## config.mk

```make
export PLATFORM = sky130hd
export DESIGN_NAME = adder_domino_seq
export DESIGN_NICKNAME = d
export VERILOG_FILES = /design/src/rtl/adder_domino_seq.sv
export SDC_FILE = /design/constraint.sdc
export NUM_CORES = 1
export LEC_CHECK = 0
export BUFFER_PORTS_ARGS = -buffer_cell sky130_fd_sc_hd__buf_2
export CORE_MARGIN = 2
export CORE_UTILIZATION = 49
export CTS_BUF_LIST = sky130_fd_sc_hd__clkbuf_8
export DETAILED_ROUTE_END_ITERATION = 10
export PLACE_DENSITY = 0.88
export SLEW_MARGIN = 30
export SYNTH_ARGS = -nofsm -noshare
export SYNTH_HDL_FRONTEND = slang
export SYNTH_SLANG_ARGS = --single-unit
```

## constraint.sdc

```tcl
create_clock -name Clk -period 1.8 [get_ports Clk]
set_input_delay 0.36 -clock Clk [delete_from_list [all_inputs] [get_ports Clk]]
set_output_delay 0.36 -clock Clk [all_outputs]
set_load 0.02 [all_outputs]
```

## src/rtl/adder_domino_seq.sv

```systemverilog
// Sequencer and round-robin two-port arbiter for a W-bit domino adder/subtractor.
// A granted request has its operands and Sub control registered towards the
// datapath. The sequencer then runs a precharge window with DP_Clk low and an
// evaluate window with DP_Clk high. At the end of evaluate it captures the sum
// and carry-out, and it pulses the winner's Ack for one cycle.
module adder_domino_seq #(
   parameter int W           = 8,
   parameter int PRE_CYCLES  = 1,   // legal 1..15
   parameter int EVAL_CYCLES = 2    // legal 1..15
) (
   input  logic         Clk,
   input  logic         Rst,
   input  logic         Req0,
   input  logic         Sub0,
   input  logic [W-1:0] A0,
   input  logic [W-1:0] B0,
   input  logic         Req1,
   input  logic         Sub1,
   input  logic [W-1:0] A1,
   input  logic [W-1:0] B1,
   output logic         Ack0,
   output logic         Ack1,
   output logic [W-1:0] Sum,
   output logic         Cout,
   output logic         Busy,
   output logic [W-1:0] DP_A,
   output logic [W-1:0] DP_B,
   output logic         DP_Sub,
   output logic         DP_Clk,
   input  logic [W-1:0] DP_Sum,
   input  logic         DP_Cout
);

   // Both window lengths fit a 4-bit down-counter.
   localparam int CNT_W = 4;
   localparam logic [CNT_W-1:0] PRE_LOAD  = CNT_W'(PRE_CYCLES - 1);
   localparam logic [CNT_W-1:0] EVAL_LOAD = CNT_W'(EVAL_CYCLES - 1);

   typedef enum logic [1:0] {
      IDLE = 2'd0,
      PRE  = 2'd1,
      EVAL = 2'd2,
      DONE = 2'd3
   } state_t;

   state_t           state, state_nxt;
   logic [CNT_W-1:0] cnt, cnt_nxt;
   logic             gid;        // requester owning the operation in flight
   logic             rr_last;    // requester granted most recently
   logic             grant_vld;
   logic             grant_id;
   logic             grant_fire;
   logic             capture;

   // Round-robin arbitration: a lone requester wins; on a tie the requester
   // that did not win last time goes first.
   always_comb begin
      grant_vld = Req0 | Req1;
      grant_id  = 1'b0;
      if (Req0 && Req1) begin
         grant_id = ~rr_last;
      end else if (Req1) begin
         grant_id = 1'b1;
      end
   end

   // Next-state and window counter. Each window reloads cnt with its length
   // minus one and leaves the window when cnt reaches zero.
   always_comb begin
      // NOTE: every combinational output gets a default first, so no path through the case can infer a latch.
      state_nxt = state;
      cnt_nxt   = cnt;
      case (state)
         IDLE: begin
            if (grant_vld) begin
               state_nxt = PRE;
               cnt_nxt   = PRE_LOAD;
            end
         end
         PRE: begin
            if (cnt == '0) begin
               state_nxt = EVAL;
               cnt_nxt   = EVAL_LOAD;
            end else begin
               cnt_nxt = cnt - 1'b1;
            end
         end
         EVAL: begin
            if (cnt == '0) begin
               state_nxt = DONE;
            end else begin
               cnt_nxt = cnt - 1'b1;
            end
         end
         DONE: begin
            state_nxt = IDLE;
         end
         default: begin
            state_nxt = IDLE;
            cnt_nxt   = '0;
         end
      endcase
   end

   assign grant_fire = (state == IDLE) && grant_vld;
   assign capture    = (state == EVAL) && (cnt == '0);

   // State register and window counter.
   always_ff @(posedge Clk or posedge Rst) begin
      // NOTE: sequential state uses non-blocking assignments, so every register samples pre-edge values.
      if (Rst) begin
         state <= IDLE;
         cnt   <= '0;
      end else begin
         state <= state_nxt;
         cnt   <= cnt_nxt;
      end
   end

   // Latch the winner's operands and identity on the grant edge. The operands
   // stay stable for the precharge and evaluate windows until the next grant.
   always_ff @(posedge Clk or posedge Rst) begin
      if (Rst) begin
         DP_A    <= '0;
         DP_B    <= '0;
         DP_Sub  <= 1'b0;
         gid     <= 1'b0;
         rr_last <= 1'b1;   // requester 0 wins the first tie after reset
      end else if (grant_fire) begin
         gid     <= grant_id;
         rr_last <= grant_id;
         if (grant_id) begin
            DP_A   <= A1;
            DP_B   <= B1;
            DP_Sub <= Sub1;
         end else begin
            DP_A   <= A0;
            DP_B   <= B0;
            DP_Sub <= Sub0;
         end
      end
   end

   // Capture the datapath result on the last evaluate cycle. It holds until
   // the next operation completes.
   always_ff @(posedge Clk or posedge Rst) begin
      if (Rst) begin
         Sum  <= '0;
         Cout <= 1'b0;
      end else if (capture) begin
         Sum  <= DP_Sum;
         Cout <= DP_Cout;
      end
   end

   // Decode status outputs from the next state so that each is a clean flop
   // aligned with the state it describes. DP_Clk is high only in EVAL.
   always_ff @(posedge Clk or posedge Rst) begin
      if (Rst) begin
         DP_Clk <= 1'b0;
         Busy   <= 1'b0;
         Ack0   <= 1'b0;
         Ack1   <= 1'b0;
      end else begin
         DP_Clk <= (state_nxt == EVAL);
         Busy   <= (state_nxt != IDLE);
         Ack0   <= (state_nxt == DONE) && !gid;
         Ack1   <= (state_nxt == DONE) &&  gid;
      end
   end

endmodule

```

* Yosys cells after proc, flatten, opt, wreduce, memory -nomap -nowiden
Index checks and enable logic that the tools add are counted. W data, S select, Z words.
Word-level totals: bits in registers 38, input port bits 47, output and inout port bits 30, logic and storage cells 47
Cells by class: add/subtract/negate cells 1, equal/unequal tests 7, muxes and demuxes 13, bitwise logic cells 2, reductions and logical operators 11
Operators by type and width (number):
- $mux W8 | 2
- $mux W4 | 3
- $pmux W4 S3 | 1
- $eq A2 B2 Y1 const B | 4
- $pmux W2 S4 | 1
- $mux W2 | 3
- $logic_and A1 B1 Y1 | 5
- $logic_not A4 Y1 | 1
- $ne A2 B2 Y1 const B | 2
- $sub A4 B1 Y4 const B | 1
- $mux W1 | 3
- $reduce_and A3 Y1 | 1
- $reduce_bool A3 Y1 | 1
- $eq A2 B1 Y1 const B | 1
- $logic_not A2 Y1 | 1
- $reduce_bool A2 Y1 | 1
- $logic_not A1 Y1 | 1
- $not A1 Y1 | 1
- $or A1 B1 Y1 | 1

* Longest topological paths before layout
Gate-level depths: netlist (run 1).
word-level depth 5, mapped depth 7, mapped depth without buffers 7

* Worst setup path before layout (run 1)
No wires, ideal clock.
path kind reg2reg, start point register cnt[0], end point register Cout, library setup time 125 ps, data arrival time 1530 ps, required time 1675 ps, path slack 145 ps, stages on the path, launching flop included 7, buffers on the path 1, period minus slack after synthesis 1655 ps, path through dfrtp_1 inv_1 ha_1 nor3b_1 and2_1 buf_4 mux2_2
On the way: word-level cells in the longest chain between the ends 2
Ends and longest elaborated chain:
- from (decl) | line 47 | logic [CNT_W-1:0] cnt, cnt_nxt;
- from (signal assigned) | line 116 | cnt <= cnt_nxt;
- $logic_not A4 Y1 | line 106 | assign capture = (state == EVAL) && (cnt == '0);
- $logic_and A1 B1 Y1 | line 106
- to (signal assigned) | line 152 | Cout <= DP_Cout;
- to (decl) | line 24 | output logic Cout,
No other way between the ends. A chain may end at the register's enable or synchronous reset.

* Worst setup path after layout (run 1)
start point register cnt[0], end point register DP_Clk
On the way: word-level cells in the longest chain between the ends 4, elaborated cells between the ends (all ways) 5, those cells by class 1 x eq/ne; 3 x mux; 1 x reduce/logical
Ends and longest elaborated chain:
- $logic_not A4 Y1 * | line 81, 89
- $mux W2, on equally long branches | line 89, 81
- $pmux W2 S4 * | line 73 | case (state)
- via state_nxt[0] | line 46 | state_t state, state_nxt;
- $eq A2 B2 Y1 * | line 165 | DP_Clk <= (state_nxt == EVAL);
- to (signal assigned) | line 165
- to (decl) | line 29 | output logic DP_Clk,
The timed path passes the listed nets; every way through them passes the cells marked *.

==> results.sh, run 1 <==
export IMPL_required_ps=2010
export IMPL_drv_cap=0
export IMPL_critical_path_class="reg2reg"
export IMPL_synth_area_top_cells="dfrtp_1 (52%), mux2i_1 (9.5%), mux2_2 (5.7%)"
export IMPL_setup_violations=0
export IMPL_avgSynthCellArea_sq_um=11.1
export IMPL_wl_per_cell_microns=13.4
export IMPL_comb_power_share_pct=50.1
export IMPL_cellPowerDensity_mw_per_mm2=1850
export IMPL_vias=1486
export IMPL_final_nets=299
export IMPL_syn_area_sq_mm=0.00178
export IMPL_fillCellCount=278
export IMPL_core_area_sq_mm=0.00342
export IMPL_htreeDepth=2
export IMPL_io_pins=77
export IMPL_die_x_microns=64.3
export IMPL_initial_core_util_pct=52.2
export IMPL_fp_dieH_microns=64.3
export IMPL_crit_top_cell="inv_2"
export IMPL_synth_seq_cells=38
export IMPL_hp_class="in2async"
export IMPL_yosysMostFrequentCell="dfrtp_1"
export IMPL_clockRootBuffer="clkbuf_8"
export IMPL_dr_first_iter_drc_count=53
export IMPL_ant_nets=0
export IMPL_fin_tns_setup_ps=0
export IMPL_clk_latency_ps=280
export IMPL_power_frac_seq_pct=34.4
export IMPL_cp_slowest_cell="dfrtp_1"
export IMPL_grt_overflow_total=0
export IMPL_cts_buffers=5
export IMPL_final_max_slew_viol_count=0
export IMPL_cp_top_family="simple AND/OR/NAND/NOR gates"
export IMPL_grt_setup_unrepaired="false"
export IMPL_rows=21
export IMPL_synth_cell_types=34
export IMPL_setup_ws_ps=113
export IMPL_grt_max_degree=39
export IMPL_p_sw_w=0.00181
export IMPL_grt_pass1_vias=1458
export IMPL_status="complete, no violations"
export IMPL_syn2layout_area_growth_pct=33.6
export IMPL_switching_share_pct=41.2
export IMPL_path_cells="inv_2 > ha_1 > or3b_4 > a211o_1 > nand2_2 > inv_2 > nor2_2"
export IMPL_hold_buffers=0
export IMPL_gp_congestion=0.795
export IMPL_internal_power_w=0.00259
export IMPL_fin_crit_ps=1690
export IMPL_clkPwrFrac_pct=15.5
export IMPL_ys_seq_area_share_pct=53.4
export IMPL_crit_path_end_kind="flip-flop"
export IMPL_hold_viol=0
export IMPL_antenna_cells=0
export IMPL_synth_commonest_cells="dfrtp_1 (37), nand2_1 (18), mux2i_1 (17), o21ai_0 (14), o21ai_1 (14)"
export IMPL_grt_total_usage_pct=20.2
export IMPL_slowest_delay_ps=420
export IMPL_yosys_area_top_type="dfrtp_1"
export IMPL_grt_pass1_wl_microns=6520
export IMPL_syn_nets=216
export IMPL_antenna_found_initial=0
export IMPL_synth_top_area_share_pct=51.9
export IMPL_yosys_warnings=0
export IMPL_layout_drive_gt1_share_pct=43.3
export IMPL_dr_pass1_iters=4
export IMPL_fmax_mhz=593
export IMPL_critical_path_buf_inv_count=2
export IMPL_cts_tree="built"
export IMPL_synth_edff_count=0
export IMPL_clk_pin_slew_worst_paths_ps=80
export IMPL_routed_wl_microns=3900
export IMPL_fin_util_pct=69.7
export IMPL_async_reset_ff_share_pct=100
export IMPL_min_period_over_period_pct=93.7
export IMPL_path_max_fanout=4
export IMPL_ys_flop_type="dfrtp_1"
export IMPL_post_place_ws_ps=9.61
export IMPL_clock_skew_ps=11.4
export IMPL_viasPerCell=5.11
export IMPL_leakage_nw=1.24
export IMPL_synthCells=161
export IMPL_hold_ws_ps=172
export IMPL_clock_path_buffers=2
export IMPL_worstMarginPinSlew_ps=458
export IMPL_ir_worst_vdd_uv=979
export IMPL_clkSinkCount=38
export IMPL_worst_ep_arrival_time_ps=1900
export IMPL_critical_path_startpoint_type="flip-flop"
export IMPL_place_detailed_hpwl_microns=2970
export IMPL_die_area_sq_mm=0.00414
export IMPL_post_route_drc_count=0
export IMPL_portBuffers=76
export IMPL_slew_headroom_pct=69.5
==> layout make-up <==
class,count,area [sq um],share of cell area (%)
Clock buffer,5,68.8,2.89
Multi-Input combinational cell,109,782,32.8
Clock inverter,3,37.5,1.58
Sequential cell,38,952,40.0
Inverter,8,30.0,1.26
Tap cell,46,57.6,2.42
Timing Repair Buffer,82,454,19.1
==> registers in the layout (all words and copies together), names as in the netlist <==
signal   count
Ack0         1
gid          1
DP_B         8
Sum          8
state        2
rr_last      1
Cout         1
Busy         1
DP_Clk       1
DP_Sub       1
DP_A         8
cnt          4
Ack1         1
==> layer usage <==
metal	track usage (%)	up-vias	wire (microns)
met1	24.3	721	1570
met3	4.40	2	167
met2	36.5	34	2150
li1	-	729	-
met4	5.05	0	12
met5	0	-	0
==> final timing paths <==
path                            startpoint      end  slack [ps]  cells after the start
worst max-delay path                cnt[0]   DP_Clk         110                      7
worst min-delay path                   Rst   cnt[2]         170                      3
worst max register to register      cnt[0]   DP_Clk         110                      7
worst min register to register     DP_A[6]  DP_A[6]         480                      2
max in group asynchronous              Rst  rr_last        1290                      3
min in group Clk                 DP_Sum[2]   Sum[2]         300                      2
==> placed cells by master, fill, tap and decap left out, types with 3 or more instances in the layout <==
cell type  netlist  routed
o21ai_1         14      13
o21ai_0         14      14
mux2_2           9       9
clkbuf_8         0       5
nor2_1           5       5
inv_1            7       8
buf_4            2       3
dfrtp_1         37      37
a21oi_1          3       3
ha_1             8       8
nand2_1         18      18
mux2i_1         17      17
buf_2            0      76
==> worst min-delay path, stage by stage <==
cell	delay (ps)
buf_2	100
inv_1	40
buf_4	400
==> per-stage QoR <==
| stage | instance area [sq um] | std cells | power (W) |
|---|---|---|---|
| 6_report | 2380 | 291 | 0.00440 |
| 3_3_place_gp | 2250 | 282 | 0.00358 |
| 3_5_place_dp | 2250 | 282 | 0.00366 |
| 5_1_grt | 2380 | 291 | 0.00473 |
| 2_1_floorplan | 1780 | 161 | 0.00297 |
| 4_1_cts | 2360 | 290 | 0.00438 |
==> cells by family (layout without fill, tap and decap cells) <==
logic type                 Yosys count  in the layout  synth area share (%)
buffers and inverters               14             98                  3.79
and+or+nand+nor                     36             36                  9.69
DFF                                 38             38                  53.4
muxes                               26             26                  15.2
adders and majority gates            8              8                  5.61
AOI/OAI and AO/OA                   39             39                  12.3
==> power by group through the flow <==
stage	clock network, W	registers (W)	logic, W
2_1_floorplan	0	0.00188	0.00108
3_3_place_gp	0	0.00150	0.00208
3_5_place_dp	0	0.00151	0.00215
4_1_cts	0.000693	0.00151	0.00218
5_1_grt	0.000728	0.00157	0.00244
6_report	0.000682	0.00151	0.00221
==> timing repair <==
action / 4_1_cts / 5_1_grt
gates resized for setup: 1 / 3
buffers inserted: 0 / 1
setup endpoints to repair: 7 / 11
gates cloned: 0 / 0
No activity file was read; power rests on OpenSTA's default activity.
==> inputs of run 2 (changes only) <==
- CELL_PAD_IN_SITES_DETAIL_PLACEMENT: default -> 0
- CELL_PAD_IN_SITES_GLOBAL_PLACEMENT: default -> 1
- CORE_UTILIZATION: 49 -> 36
- PLACE_DENSITY: 0.88 -> 0.87
==> results.sh, run 2 (same netlist as run 1, synthesis figures left out) <==
export IMPL_status="complete, no violations"
export IMPL_ant_nets=0
export IMPL_clock_path_buffers=2
export IMPL_critical_path_class="reg2reg"
export IMPL_routed_wl_microns=3820
export IMPL_cts_setup_buffers=0
export IMPL_antenna_cells=0
export IMPL_cts_tree="built"
export IMPL_hold_buffers=0
export IMPL_fin_util_pct=49.9
export IMPL_cts_buffers=5
export IMPL_hp_class="in2async"
export IMPL_required_ps=1980
export IMPL_min_period_over_period_pct=97.5
export IMPL_drv_cap=0
export IMPL_die_area_sq_mm=0.00553
export IMPL_fmax_mhz=570
export IMPL_r2r_slack_ps=40
export IMPL_slowest_delay_ps=410
export IMPL_grt_overflow_total=0
export IMPL_critical_path_startpoint_type="flip-flop"
export IMPL_clkSinkCount=38
export IMPL_hold_viol=0
export IMPL_post_route_drc_count=0
export IMPL_layout_common_cells="buf_2 (76), dfrtp_1 (36), nand2_1 (18)"
export IMPL_use_met3_pct=4.07
export IMPL_clk_pin_slew_worst_paths_ps=70
export IMPL_grt_pass1_wl_microns=6150
export IMPL_clockRootBuffer="clkbuf_8"
export IMPL_clk_latency_ps=290
export IMPL_syn2layout_area_growth_pct=33.1
export IMPL_viasPerCell=4.50
export IMPL_core_area_sq_mm=0.00475
export IMPL_htreeDepth=2
export IMPL_dr_pass1_iters=4
export IMPL_grt_total_usage_pct=14.7
export IMPL_dr_first_iter_drc_count=81
export IMPL_worst_ep_arrival_time_ps=1930
export IMPL_place_detailed_hpwl_microns=2840
export IMPL_r2r_cells=6
export IMPL_gp_congestion=0.841
export IMPL_path_max_fanout=12
export IMPL_grt_util_met2_pct=22.5
export IMPL_setup_violations=0
export IMPL_multi_input_area_sq_um=776
export IMPL_grt_max_degree=39
export IMPL_busiest_layer="met2"
export IMPL_rows=25
export IMPL_wl_per_cell_microns=12.3
export IMPL_final_nets=299
export IMPL_antenna_found_initial=0
export IMPL_ir_worst_vdd_uv=867
export IMPL_path_cells="inv_1 > ha_1 > nor3b_2 > and2_1 > buf_12 > mux2_2"
export IMPL_cp_slowest_cell="dfrtp_1"
export IMPL_layout_commonest_cell="buf_2"
export IMPL_clock_skew_ps=3.34
export IMPL_cellPowerDensity_mw_per_mm2=1780
export IMPL_place_area_sq_mm=0.00229
export IMPL_grtUsageMet1_pct=19.2
export IMPL_slew_headroom_pct=68.0
export IMPL_grt_pass1_vias=1377
export IMPL_vias=1399
export IMPL_fp_dieH_microns=74.4
export IMPL_fillCellCount=472
export IMPL_top_regs="DP_A (8), DP_B (8), Sum (8)"
export IMPL_leakage_nw=1.21
export IMPL_portBuffers=76
export IMPL_layout_drive_gt1_share_pct=43.4
export IMPL_io_pins=77
export IMPL_worstMarginPinSlew_ps=480
export IMPL_initial_core_util_pct=37.5
export IMPL_die_x_microns=74.4
export IMPL_fin_crit_ps=1760
export IMPL_finish_instance_area_sq_mm=0.00237
export IMPL_seq_area_sq_um=953
export IMPL_final_max_slew_viol_count=0
export IMPL_crit_path_end_kind="flip-flop"
==> run 2: worst paths after layout <==
path,start,to
min in group Clk,DP_Sum[4],Sum[4]
hold reg to reg,DP_A[5],DP_A[5]
setup reg to reg,cnt[0],Sum[1]
max in group asynchronous,Rst,state[0]
hold / removal,Rst,DP_A[2]
setup / recovery,cnt[0],Sum[1]
==> run 2: final cells by class <==
type | instances | area share (%)
clock buffer | 5 | 2.90
timing repair buffer | 82 | 19.0
multi-input combinational | 109 | 32.7
tap | 67 | 3.53
clock inverter | 2 | 0.474
sequential | 38 | 40.2
inverter | 8 | 1.27
==> run 2: worst max-delay path: cells and delay by family, from the launching register on <==
kind          cells  cell delay [ps]
fa+ha+maj         1              190
buf+inv           2              250
flops             1              410
mux               1              330
simple gates      2              460
==> run 2: power breakdown <==
group / internal, W / switching [W]
sequential: 0.00127 / 0.000237
combinational: 0.000894 / 0.00127
clock: 0.000260 / 0.000299
total: 0.00242 / 0.00181
==> run 2: metrics by stage <==
stage          cells  setup WS (ps)  TNS (ps)  power, W  hold WS [ps]
6_report         311           45.0         0   0.00423           171
2_1_floorplan    161            145         0   0.00297           430
4_1_cts          311           24.8         0   0.00425           195
5_1_grt          311          -18.6     -94.8   0.00456           232
3_5_place_dp     304           45.4         0   0.00368           469
3_3_place_gp     304            103         0   0.00363           456
==> run 2: layer usage <==
metal  part of all wire (%)  vias up
li1                       -      721
met1                     46      630
met2                     46       41
met3                    5.6        7
met4                    2.1        0
met5                      0        -
==> run 2: what timing repair did <==
action | 4_1_cts | 5_1_grt
gates resized for setup | 0 | 2
endpoints found under the hold margin | 0 | 0
setup endpoints to repair | 0 | 12
==> inputs of run 3 (changes only) <==
- GPL_ROUTABILITY_DRIVEN: default -> 0
- SETUP_SLACK_MARGIN: default -> 0.2
==> results.sh, run 3 (same netlist as run 1, synthesis figures left out) <==
export IMPL_status="complete, no violations"
export IMPL_syn2layout_area_growth_pct=42.7
export IMPL_power_frac_seq_pct=32.5
export IMPL_drv_cap=0
export IMPL_antenna_found_initial=0
export IMPL_clk_latency_ps=280
export IMPL_fmax_mhz=614
export IMPL_critical_path_buf_inv_count=1
export IMPL_cts_tree="built"
export IMPL_hold_viol=0
export IMPL_ir_worst_vdd_uv=670
export IMPL_antenna_cells=0
export IMPL_htreeDepth=2
export IMPL_r2r_cells=6
export IMPL_grt_overflow_total=0
export IMPL_r2r_slack_ps=170
export IMPL_hp_class="in2async"
export IMPL_clk_pin_slew_worst_paths_ps=70
export IMPL_clkSinkCount=38
export IMPL_switching_share_pct=41.0
export IMPL_critical_path_startpoint_type="flip-flop"
export IMPL_hold_ws_ps=178
export IMPL_routed_wl_microns=3920
export IMPL_wl_per_cell_microns=12.2
export IMPL_layout_common_cells="buf_2 (76), dfrtp_1 (37), nand2_1 (18)"
export IMPL_clockRootBuffer="clkbuf_8"
export IMPL_top_layer="met4"
export IMPL_dr_first_iter_drc_count=38
export IMPL_slowest_delay_ps=400
export IMPL_final_nets=308
export IMPL_hold_buffers=0
export IMPL_cellPowerDensity_mw_per_mm2=1820
export IMPL_initial_core_util_pct=37.5
export IMPL_layout_commonest_cell="buf_2"
export IMPL_cp_slowest_cell="dfrtp_1"
export IMPL_fin_crit_ps=1630
export IMPL_wl_met2_microns=1900
export IMPL_grt_pass1_vias=1344
export IMPL_vias=1468
export IMPL_die_x_microns=74.4
export IMPL_place_detailed_hpwl_microns=2650
export IMPL_die_area_sq_mm=0.00553
export IMPL_clock_path_buffers=2
export IMPL_final_max_slew_viol_count=0
export IMPL_grt_setup_unrepaired="true"
export IMPL_grt_pass1_wl_microns=6000
export IMPL_cp_top_family="simple AND/OR/NAND/NOR gates"
export IMPL_io_pins=77
export IMPL_core_area_sq_mm=0.00475
export IMPL_worst_ep_arrival_time_ps=1790
export IMPL_grt_total_usage_pct=14.3
export IMPL_grt_max_degree=39
export IMPL_portBuffers=76
export IMPL_worstMarginPinSlew_ps=498
export IMPL_wl_met3_microns=211
export IMPL_min_period_over_period_pct=90.5
export IMPL_path_cells="inv_2 > ha_4 > or3b_4 > a211o_1 > nand2_2 > nand2_1"
export IMPL_fp_dieH_microns=74.4
export IMPL_crit_path_end_kind="flip-flop"
export IMPL_top_regs="DP_A (8), DP_B (8), Sum (8)"
export IMPL_clkPwrFrac_pct=12.5
export IMPL_comb_power_share_pct=54.9
export IMPL_required_ps=1960
export IMPL_r2r_end="Busy"
export IMPL_ant_nets=0
export IMPL_fin_tns_setup_ps=0
export IMPL_met1_length_microns=1750
export IMPL_post_route_drc_count=0
export IMPL_r2r_start="cnt[0]"
export IMPL_path_max_fanout=3
export IMPL_p_sw_w=0.00190
export IMPL_leakage_nw=1.31
export IMPL_setup_violations=0
export IMPL_internal_power_w=0.00273
export IMPL_layout_drive_gt1_share_pct=50.4
export IMPL_dr_pass1_iters=4
export IMPL_slew_headroom_pct=66.8
export IMPL_cts_buffers=5
export IMPL_clock_skew_ps=5.24
export IMPL_critical_path_class="reg2reg"
export IMPL_rows=25
export IMPL_viasPerCell=4.57
## run 3: what timing repair did
item / in CTS / in global routing
gates resized for setup: 6 / 23
endpoints found under the setup margin: 18 / 30
setup buffers: 5 / 3
pin swaps: 1 / 3
cloned: 1 / 0
## run 3: how the worst max path moves through the flow
| stage | startpoint | to | depth (start not counted) |
|---|---|---|---|
| 2_1_floorplan | cnt[0] | Cout | 6 |
| 5_1_grt | cnt[0] | Busy | 6 |
| 6_report | cnt[0] | Busy | 6 |
| 4_1_cts | state[0] | cnt[1] | 5 |
| 3_5_place_dp | cnt[0] | Sum[2] | 6 |
| 3_3_place_gp | state[0] | cnt[1] | 5 |
## run 3: metrics by stage
| step | area [sq um] | instances | utilization [%] | setup WS (ps) | total power (W) |
|---|---|---|---|---|---|
| after floorplan | 1790 | 161 | - | 224 | 0.00298 |
| after global placement | 2280 | 304 | 47.9 | 167 | 0.00361 |
| after detailed placement | 2280 | 304 | 47.9 | 129 | 0.00364 |
| after CTS | 2430 | 318 | 51.2 | 201 | 0.00440 |
| after global routing | 2540 | 321 | 53.5 | 123 | 0.00500 |
| final | 2540 | 321 | 53.5 | 171 | 0.00463 |
## run 3: worst reg2reg max path: stages (launching register included)
cell and delay [ps]:
dfrtp_1 400, inv_2 100, ha_4 140, or3b_4 400, a211o_1 330, nand2_2 90
nand2_1 50
## run 3: power groups by stage
stage / registers (W) / clock network (W) / logic [W]
4_1_cts: 0.00150 / 0.000609 / 0.00229
3_3_place_gp: 0.00151 / 0 / 0.00210
2_1_floorplan: 0.00189 / 0 / 0.00109
6_report: 0.00151 / 0.000581 / 0.00254
3_5_place_dp: 0.00151 / 0 / 0.00213
5_1_grt: 0.00155 / 0.000649 / 0.00280
## run 3: cell type report
type | instances | area (sq um)
Clock inverter | 2 | 8.76
Timing Repair Buffer | 91 | 517
Clock buffer | 6 | 82.6
Multi-Input combinational cell | 109 | 871
Sequential cell | 38 | 952
Tap cell | 67 | 83.8
Inverter | 8 | 30.0
Fill cell | 448 | 2210
## run 3: per-layer routing
layer | global-route usage (%) | vias up
li1 | - | 736
met1 | 19.0 | 679
met2 | 21.8 | 48
met3 | 4.47 | 5
met4 | 5.56 | 0
met5 | 0 | -
